--- config.mk ---
export PLATFORM = sky130hd
export DESIGN_NAME = scpad_wbank_drain_flat
export DESIGN_NICKNAME = d
export VERILOG_FILES = /design/src/rtl/scpad_wbank_drain_if.sv /design/src/rtl/scpad_wbank_drain.sv /design/src/flat_wrapper.sv
export SDC_FILE = /design/constraint.sdc
export NUM_CORES = 2
export LEC_CHECK = 0
export CORE_AREA = 2 2 621 623
export CTS_CLUSTER_SIZE = 14
export DETAILED_ROUTE_END_ITERATION = 6
export DIE_AREA = 0 0 623 625
export SLEW_MARGIN = 0
export SYNTH_ARGS = -nofsm -noshare
export SYNTH_HDL_FRONTEND = slang
export SYNTH_SLANG_ARGS = --single-unit
--- constraint.sdc ---
create_clock -name clk -period 7.7 [get_ports clk]
set_input_delay 1.54 -clock clk [delete_from_list [all_inputs] [get_ports clk]]
set_output_delay 1.54 -clock clk [all_outputs]
set_load 0.1 [all_outputs]
--- src/rtl/scpad_wbank_drain_if.sv ---
// Write-bank handshake bundle: crossbar beat in, per-request completion out.
// master = upstream crossbar/consumer side, slave = scpad_wbank_drain.
interface scpad_wbank_drain_if #(
   parameter int unsigned NUM_COLS  = 32,
   parameter int unsigned ELEM_BITS = 16,
   parameter int unsigned ROW_AW    = 8,
   parameter int unsigned SRC_W     = 2
);
   localparam int unsigned NWR_W = $clog2(NUM_COLS + 1);

   logic                          in_valid;
   logic                          in_ready;
   logic [SRC_W-1:0]              in_src;
   logic [NUM_COLS*ELEM_BITS-1:0] in_wdata;
   logic [NUM_COLS*ROW_AW-1:0]    in_slot;
   logic [NUM_COLS-1:0]           in_vmask;

   logic                          rsp_valid;
   logic                          rsp_ready;
   logic [SRC_W-1:0]              rsp_src;
   logic [NWR_W-1:0]              rsp_nwr;

   modport master (
      output in_valid, in_src, in_wdata, in_slot, in_vmask, rsp_ready,
      input  in_ready, rsp_valid, rsp_src, rsp_nwr
   );

   modport slave (
      input  in_valid, in_src, in_wdata, in_slot, in_vmask, rsp_ready,
      output in_ready, rsp_valid, rsp_src, rsp_nwr
   );
endinterface

--- src/rtl/scpad_wbank_drain.sv ---
// Commits crossbar write beats into the column SRAMs and returns in-order completions.
// Optional SCPAD_WBANK_PERF_EN adds saturating perf_beats / perf_stall counters.
module scpad_wbank_drain #(
   parameter int unsigned NUM_COLS  = 32,
   parameter int unsigned ELEM_BITS = 16,
   parameter int unsigned ROW_AW    = 8,
   parameter int unsigned SRC_W     = 2,
   parameter int unsigned WR_LAT    = 2,
   parameter int unsigned RSP_DEPTH = 4
) (
   input  logic                          clk,
   input  logic                          rst,
   scpad_wbank_drain_if.slave            bus,
   output logic [NUM_COLS-1:0]           sram_we,
   output logic [NUM_COLS*ROW_AW-1:0]    sram_addr,
   output logic [NUM_COLS*ELEM_BITS-1:0] sram_wdata
`ifdef SCPAD_WBANK_PERF_EN
   ,
   output logic [31:0]                   perf_beats,
   output logic [31:0]                   perf_stall
`endif
);

   localparam int unsigned NWR_W = $clog2(NUM_COLS + 1);
   localparam int unsigned PTR_W = $clog2(RSP_DEPTH);
   localparam int unsigned CNT_W = $clog2(RSP_DEPTH + 1);

   typedef struct packed {
      logic [SRC_W-1:0] src;
      logic [NWR_W-1:0] nwr;
   } cpl_t;

   logic             accept_c;
   logic [NWR_W-1:0] nwr_c;
   cpl_t             in_cpl_c;
   logic [CNT_W-1:0] used_q;
   logic [CNT_W-1:0] credits_c;

   cpl_t             pipe_q [WR_LAT];
   logic [WR_LAT-1:0] pipe_v_q;

   cpl_t             fifo_q [RSP_DEPTH];
   logic [PTR_W:0]   wr_ptr_q;
   logic [PTR_W:0]   rd_ptr_q;
   logic             empty_c;
   logic             push_c;
   logic             pop_c;
   cpl_t             head_c;

   // used_q counts every beat between accept and pop, pipeline and FIFO alike,
   // so a full FIFO can never be pushed and in_ready never depends on in_valid.
   assign credits_c    = CNT_W'(RSP_DEPTH) - used_q;
   assign bus.in_ready = !rst && (credits_c != '0);
   assign accept_c     = bus.in_valid && bus.in_ready;

   always_comb begin
      nwr_c = '0;
      for (int unsigned i = 0; i < NUM_COLS; i++) begin
         nwr_c = nwr_c + NWR_W'(bus.in_vmask[i]);
      end
   end

   assign in_cpl_c.src = bus.in_src;
   assign in_cpl_c.nwr = nwr_c;

   // S0: register the SRAM strobes; unwritten columns keep their last addr/data
   always_ff @(posedge clk) begin
      if (rst) begin
         sram_we    <= '0;
         sram_addr  <= '0;
         sram_wdata <= '0;
      end else begin
         sram_we <= accept_c ? bus.in_vmask : '0;
         for (int unsigned i = 0; i < NUM_COLS; i++) begin
            if (accept_c && bus.in_vmask[i]) begin
               sram_addr[i*ROW_AW +: ROW_AW]        <= bus.in_slot[i*ROW_AW +: ROW_AW];
               sram_wdata[i*ELEM_BITS +: ELEM_BITS] <= bus.in_wdata[i*ELEM_BITS +: ELEM_BITS];
            end
         end
      end
   end

   // Commit shift register mirrors the SRAM write latency; it never stalls
   always_ff @(posedge clk) begin
      if (rst) begin
         pipe_v_q <= '0;
      end else begin
         pipe_v_q[0] <= accept_c;
         for (int unsigned k = 1; k < WR_LAT; k++) begin
            pipe_v_q[k] <= pipe_v_q[k-1];
         end
      end
   end

   always_ff @(posedge clk) begin
      pipe_q[0] <= in_cpl_c;
      for (int unsigned k = 1; k < WR_LAT; k++) begin
         pipe_q[k] <= pipe_q[k-1];
      end
   end

   assign push_c  = pipe_v_q[WR_LAT-1];
   assign empty_c = (wr_ptr_q == rd_ptr_q);
   assign head_c  = fifo_q[rd_ptr_q[PTR_W-1:0]];

   assign bus.rsp_valid = !rst && !empty_c;
   assign bus.rsp_src   = bus.rsp_valid ? head_c.src : '0;
   assign bus.rsp_nwr   = bus.rsp_valid ? head_c.nwr : '0;
   assign pop_c         = bus.rsp_valid && bus.rsp_ready;

   always_ff @(posedge clk) begin
      if (rst) begin
         wr_ptr_q <= '0;
         rd_ptr_q <= '0;
         used_q   <= '0;
      end else begin
         if (push_c) begin
            wr_ptr_q <= wr_ptr_q + (PTR_W+1)'(1);
         end
         if (pop_c) begin
            rd_ptr_q <= rd_ptr_q + (PTR_W+1)'(1);
         end
         used_q <= used_q + CNT_W'(accept_c) - CNT_W'(pop_c);
      end
   end

   always_ff @(posedge clk) begin
      if (push_c) begin
         fifo_q[wr_ptr_q[PTR_W-1:0]] <= pipe_q[WR_LAT-1];
      end
   end

`ifdef SCPAD_WBANK_PERF_EN
   always_ff @(posedge clk) begin
      if (rst) begin
         perf_beats <= '0;
         perf_stall <= '0;
      end else begin
         if (accept_c && (perf_beats != '1)) begin
            perf_beats <= perf_beats + 32'd1;
         end
         if (bus.in_valid && !bus.in_ready && (perf_stall != '1)) begin
            perf_stall <= perf_stall + 32'd1;
         end
      end
   end
`endif

endmodule

--- src/flat_wrapper.sv ---
// flat-port wrapper written by rule: the top's interface ports become plain ports
module scpad_wbank_drain_flat 
#(
   parameter int unsigned NUM_COLS  = 32,
   parameter int unsigned ELEM_BITS = 16,
   parameter int unsigned ROW_AW    = 8,
   parameter int unsigned SRC_W     = 2,
   parameter int unsigned WR_LAT    = 2,
   parameter int unsigned RSP_DEPTH = 4
)
  (clk, rst, sram_we, sram_addr, sram_wdata, bus_in_valid, bus_in_src, bus_in_wdata, bus_in_slot, bus_in_vmask, bus_rsp_ready, bus_in_ready, bus_rsp_valid, bus_rsp_src, bus_rsp_nwr);
  scpad_wbank_drain_if #(.NUM_COLS(NUM_COLS), .ELEM_BITS(ELEM_BITS), .ROW_AW(ROW_AW), .SRC_W(SRC_W)) bus_i ();
  input  logic clk;
  input  logic rst;
  output logic [NUM_COLS-1:0] sram_we;
  output logic [NUM_COLS*ROW_AW-1:0] sram_addr;
  output logic [NUM_COLS*ELEM_BITS-1:0] sram_wdata;
  input wire logic [$bits(bus_i.in_valid)-1:0] bus_in_valid;
  input wire logic [$bits(bus_i.in_src)-1:0] bus_in_src;
  input wire logic [$bits(bus_i.in_wdata)-1:0] bus_in_wdata;
  input wire logic [$bits(bus_i.in_slot)-1:0] bus_in_slot;
  input wire logic [$bits(bus_i.in_vmask)-1:0] bus_in_vmask;
  input wire logic [$bits(bus_i.rsp_ready)-1:0] bus_rsp_ready;
  output wire logic [$bits(bus_i.in_ready)-1:0] bus_in_ready;
  output wire logic [$bits(bus_i.rsp_valid)-1:0] bus_rsp_valid;
  output wire logic [$bits(bus_i.rsp_src)-1:0] bus_rsp_src;
  output wire logic [$bits(bus_i.rsp_nwr)-1:0] bus_rsp_nwr;
  assign bus_i.in_valid = bus_in_valid;
  assign bus_i.in_src = bus_in_src;
  assign bus_i.in_wdata = bus_in_wdata;
  assign bus_i.in_slot = bus_in_slot;
  assign bus_i.in_vmask = bus_in_vmask;
  assign bus_i.rsp_ready = bus_rsp_ready;
  assign bus_in_ready = bus_i.in_ready;
  assign bus_rsp_valid = bus_i.rsp_valid;
  assign bus_rsp_src = bus_i.rsp_src;
  assign bus_rsp_nwr = bus_i.rsp_nwr;
  scpad_wbank_drain #(.NUM_COLS(NUM_COLS), .ELEM_BITS(ELEM_BITS), .ROW_AW(ROW_AW), .SRC_W(SRC_W), .WR_LAT(WR_LAT), .RSP_DEPTH(RSP_DEPTH)) u_core (.clk(clk), .rst(rst), .bus(bus_i), .sram_we(sram_we), .sram_addr(sram_addr), .sram_wdata(sram_wdata));
endmodule
==> impl_metrics.sql <==
INSERT INTO impl_metrics (metric_group, metric, value, unit) VALUES
('status', 'outcome', 'finished, final reports clean', ''),
('sta', 'fin_max_slew_vios', '0', ''),
('logic_synthesis', 'syn_inst', '3609', ''),
('critical_path', 'crit_top_cell', 'fa_1', ''),
('drt', 'drt_iter0_drc', '2379', ''),
('placed_design', 'dp_hpwl', '335100', 'um'),
('logic_synthesis', 'synthMuxAreaShare', '0.006644', ''),
('logic_synthesis', 'yosys.cell_types.count', '25', ''),
('drt', 'post-route-drc-count', '0', ''),
('drt', 'number_of_vias_per_cell', '3.193', ''),
('logic_synthesis', 'basic_gate_share_of_the_synthesized_area_counting_and_or_nand_and_nor_cells', '0.2076', ''),
('logic_synthesis', 'synth-adder-area-share', '0.02325', ''),
('global_route', 'grt_antenna_before_repair', '399', ''),
('logic_synthesis', 'synth-seq-area-share', '0.5827', ''),
('min_path', 'hp-class', 'flop to flop', ''),
('critical_path', 'timing.critical_path.arrival', '6.83', 'ns'),
('floorplan', 'core.rowCount', '228', ''),
('floorplan', 'coreArea', '0.3837', 'mm2'),
('clock_tree', 'cts.sink_count', '861', ''),
('floorplan', 'start_util', '0.07853', ''),
('sta', 'finalHoldViolCount', '0', ''),
('logic_synthesis', 'yosysWarningCount', '0', ''),
('clock_tree', 'cts_resized', '0', ''),
('floorplan', 'fp.dieH', '625', 'um'),
('clock_tree', 'tritoncts_clock_tree', 'yes', ''),
('logic_synthesis', 'post_synthesis_net_count', '4456', ''),
('sta', 'finClkSkew', '0.04249', 'ns'),
('critical_path', 'rrSetupSlack', '4.29', 'ns'),
('power_and_ir_drop', 'power_per_cell_area', '280.6', 'mW/mm2'),
('global_route', 'global_route.usage.total', '0.1876', ''),
('critical_path', 'worst_path_max_delay_cell', 'fa_1', ''),
('drt', 'drt_pre_antenna_iters', '5', ''),
('clock_tree', 'cts_setup_buffers', '0', ''),
('sta', 'final.min_clock_period', '6.045', 'ns'),
('logic_synthesis', 'synth_xor_area_frac', '0.003488', ''),
('critical_path', 'path_delay_family', 'adder cells', ''),
('global_route', 'first_pass_grt_wire_length', '444800', 'um'),
('drt', 'dr_total_vias', '33110', ''),
('critical_path', 'cp-end-kind', 'flop', ''),
('power_and_ir_drop', 'total_leakage_power', '19.42', 'nW'),
('clock_tree', 'path_clk_slew', '0.06', 'ns'),
('floorplan', 'die_w', '623', 'um'),
('placed_design', 'placedCellCount', '10080', ''),
('logic_synthesis', 'synth_top_family_by_area', 'simple AND/OR/NAND/NOR gates', ''),
('clock_tree', 'max-clock-path-buffers', '4', ''),
('clock_tree', 'hold_buffers', '0', ''),
('sta', 'timing.final.setup_violations', '0', ''),
('floorplan', 'top_level_ports', '1616', ''),
('critical_path', 'critPathMaxFanout', '2', ''),
('sta', 'max_freq', '165.4', 'MHz'),
('global_route', 'globalRoute.totalOverflow', '0', ''),
('final_layout', 'instances_no_fill', '10370', ''),
('sta', 'worst_pin_slew', '1.226', 'ns'),
('critical_path', 'worstPathCellList', 'clkdlybuf4s50_1 -> ha_1 -> inv_1 -> fa_1 -> fa_1 -> buf_4 -> fa_1 -> fa_1 -> fa_1 -> fa_1 -> fa_1 -> fa_1 -> inv_1 -> a21o_1 -> a21oi_1 -> xnor2_1', ''),
('clock_tree', 'root_buffer', 'clkbuf_16', ''),
('logic_synthesis', 'synthesis.area_per_instance', '8.349', 'um2'),
('placed_design', 'gp_congestion', '0.8908', ''),
('critical_path', 'critPathKind', 'input pin to flop', ''),
('placed_design', 'io_buffer_count', '1615', ''),
('placed_design', 'dp_slack', '0.7152', 'ns'),
('logic_synthesis', 'synthesis.area', '0.03013', 'mm2'),
('sta', 'timing.slew.headroom', '0.1798', ''),
('clock_tree', 'later_pin_clock_latency_in_the_skew_report', '0.92', 'ns'),
('clock_tree', 'cts.htree.levels', '3', ''),
('critical_path', 'data_required_time_at_the_worst_endpoint', '8.49', 'ns'),
('global_route', 'grt_pass1_vias', '30570', ''),
('clock_tree', 'cts_inserted_buffers', '123', ''),
('power_and_ir_drop', 'ir_worst_vdd', '0.1729', 'mV'),
('floorplan', 'design.die.area', '0.3894', 'mm2'),
('drt', 'routed_wire_length_per_instance', '36.64', 'um'),
('sta', 'final_critical_path_setup_slack', '1.655', 'ns');
==> synth_stat cells <==
library cell / number / area share
nand2_1: 1542 / 0.19
dfxtp_1: 829 / 0.55
a21oi_1: 770 / 0.13
clkbuf_1: 151 / 0.019
inv_1: 60 / 0.0075
buf_4: 56 / 0.014
edfxtp_1: 32 / 0.032
inv_2: 32 / 0.0040
nand2_4: 28 / 0.010
fa_1: 25 / 0.017
ha_1: 16 / 0.0066
nor2_1: 12 / 0.0015
buf_2: 10 / 0.0017
nor2b_1: 10 / 0.0021
mux4_2: 8 / 0.0060
xnor2_1: 6 / 0.0017
xor2_1: 6 / 0.0017
and2_1: 4 / 0.00083
buf_6: 3 / 0.0011
a21o_1: 2 / 0.00050
mux2i_1: 2 / 0.00066
o31ai_1: 2 / 0.00050
nor3b_4: 1 / 0.00062
o21ai_0: 1 / 0.00017
o311ai_0: 1 / 0.00029
==> final timing paths <==
check / from / cells past startpoint / endpoint
max: bus_in_vmask[1] / 16 / u_core.pipe_q[0][4]
min: u_core.pipe_q[0][7] / 0 / u_core.pipe_q[0][15]
max reg2reg: u_core.used_q[1] / 8 / u_core.sram_addr[240]
min reg2reg: u_core.pipe_q[0][7] / 0 / u_core.pipe_q[0][15]
==> power by group <==
part | internal, W | switching, W | total [W]
clock | 0.00344 | 0.00254 | 0.00598
sequential | 0.00479 | 0.000196 | 0.00499
combinational | 0.00110 | 0.00327 | 0.00437
==> registers in the layout, indices dropped and copies added, names as in the netlist, named ones only <==
name / cells
u_core.pipe_q: 16
u_core.rd_ptr_q: 3
u_core.sram_wdata: 512
u_core.wr_ptr_q: 3
u_core.used_q: 3
u_core.sram_addr: 256
u_core.pipe_v_q: 2
u_core.fifo_q: 32
u_core.sram_we: 32
==> per-layer routing <==
| layer | vias to the layer above | wire length, um | global-route usage |
|---|---|---|---|
| met5 | - | 1209 | 0 |
| met4 | 192 | 13230 | 0.04917 |
| met3 | 897 | 57990 | 0.1305 |
| met2 | 1919 | 191000 | 0.3398 |
| met1 | 15360 | 116500 | 0.1667 |
| li1 | 14740 | - | - |
==> kinds of logic (layout without fill, tap and decap cells) <==
kind of cell | after synthesis | after routing
simple gates | 1597 | 1597
flops | 861 | 861
compound gates | 776 | 776
buf+inv | 312 | 1949
fa+ha+maj | 41 | 41
xor+xnor | 12 | 12
mux | 10 | 10
other cells | 0 | 62
==> placed cells by master, fill, tap and decap left out, types with 16 or more instances in the layout <==
| cell type | count |
|---|---|
| a21oi_1 | 770 |
| inv_1 | 60 |
| dfxtp_1 | 829 |
| ha_1 | 16 |
| fa_1 | 25 |
| nand2_4 | 28 |
| buf_2 | 57 |
| clkbuf_16 | 123 |
| inv_2 | 32 |
| nand2_1 | 1541 |
| edfxtp_1 | 32 |
| clkinv_2 | 22 |
| clkbuf_1 | 21 |
| buf_4 | 465 |
| clkbuf_8 | 21 |
| clkdlybuf4s50_1 | 1099 |
| diode_2 | 62 |
==> metrics by stage <==
step	total power [W]	hold slack [ns]	cell area, um2	util
5_1_grt	0.01595	0.3386	54580	0.1422
4_1_cts	0.01567	0.3271	54500	0.1420
6_report	0.01534	0.3266	54660	0.1425
2_1_floorplan	0.007672	0.3096	30130	-
3_3_place_gp	0.009568	0.3172	50420	0.1314
3_5_place_dp	0.009562	0.3184	50420	0.1314
==> cell type report <==
cell class / instances / area, um2
antenna: 62 / 155.1
tap: 5060 / 6331
clock buffer: 166 / 3453
clock inverter: 56 / 628.1
inverter: 92 / 345.3
multi-input combinational: 2436 / 11170
timing repair buffer: 1635 / 15020
sequential: 861 / 17560
fill: 43700 / 329000
Note: power is estimated with default switching activity, not from simulation.
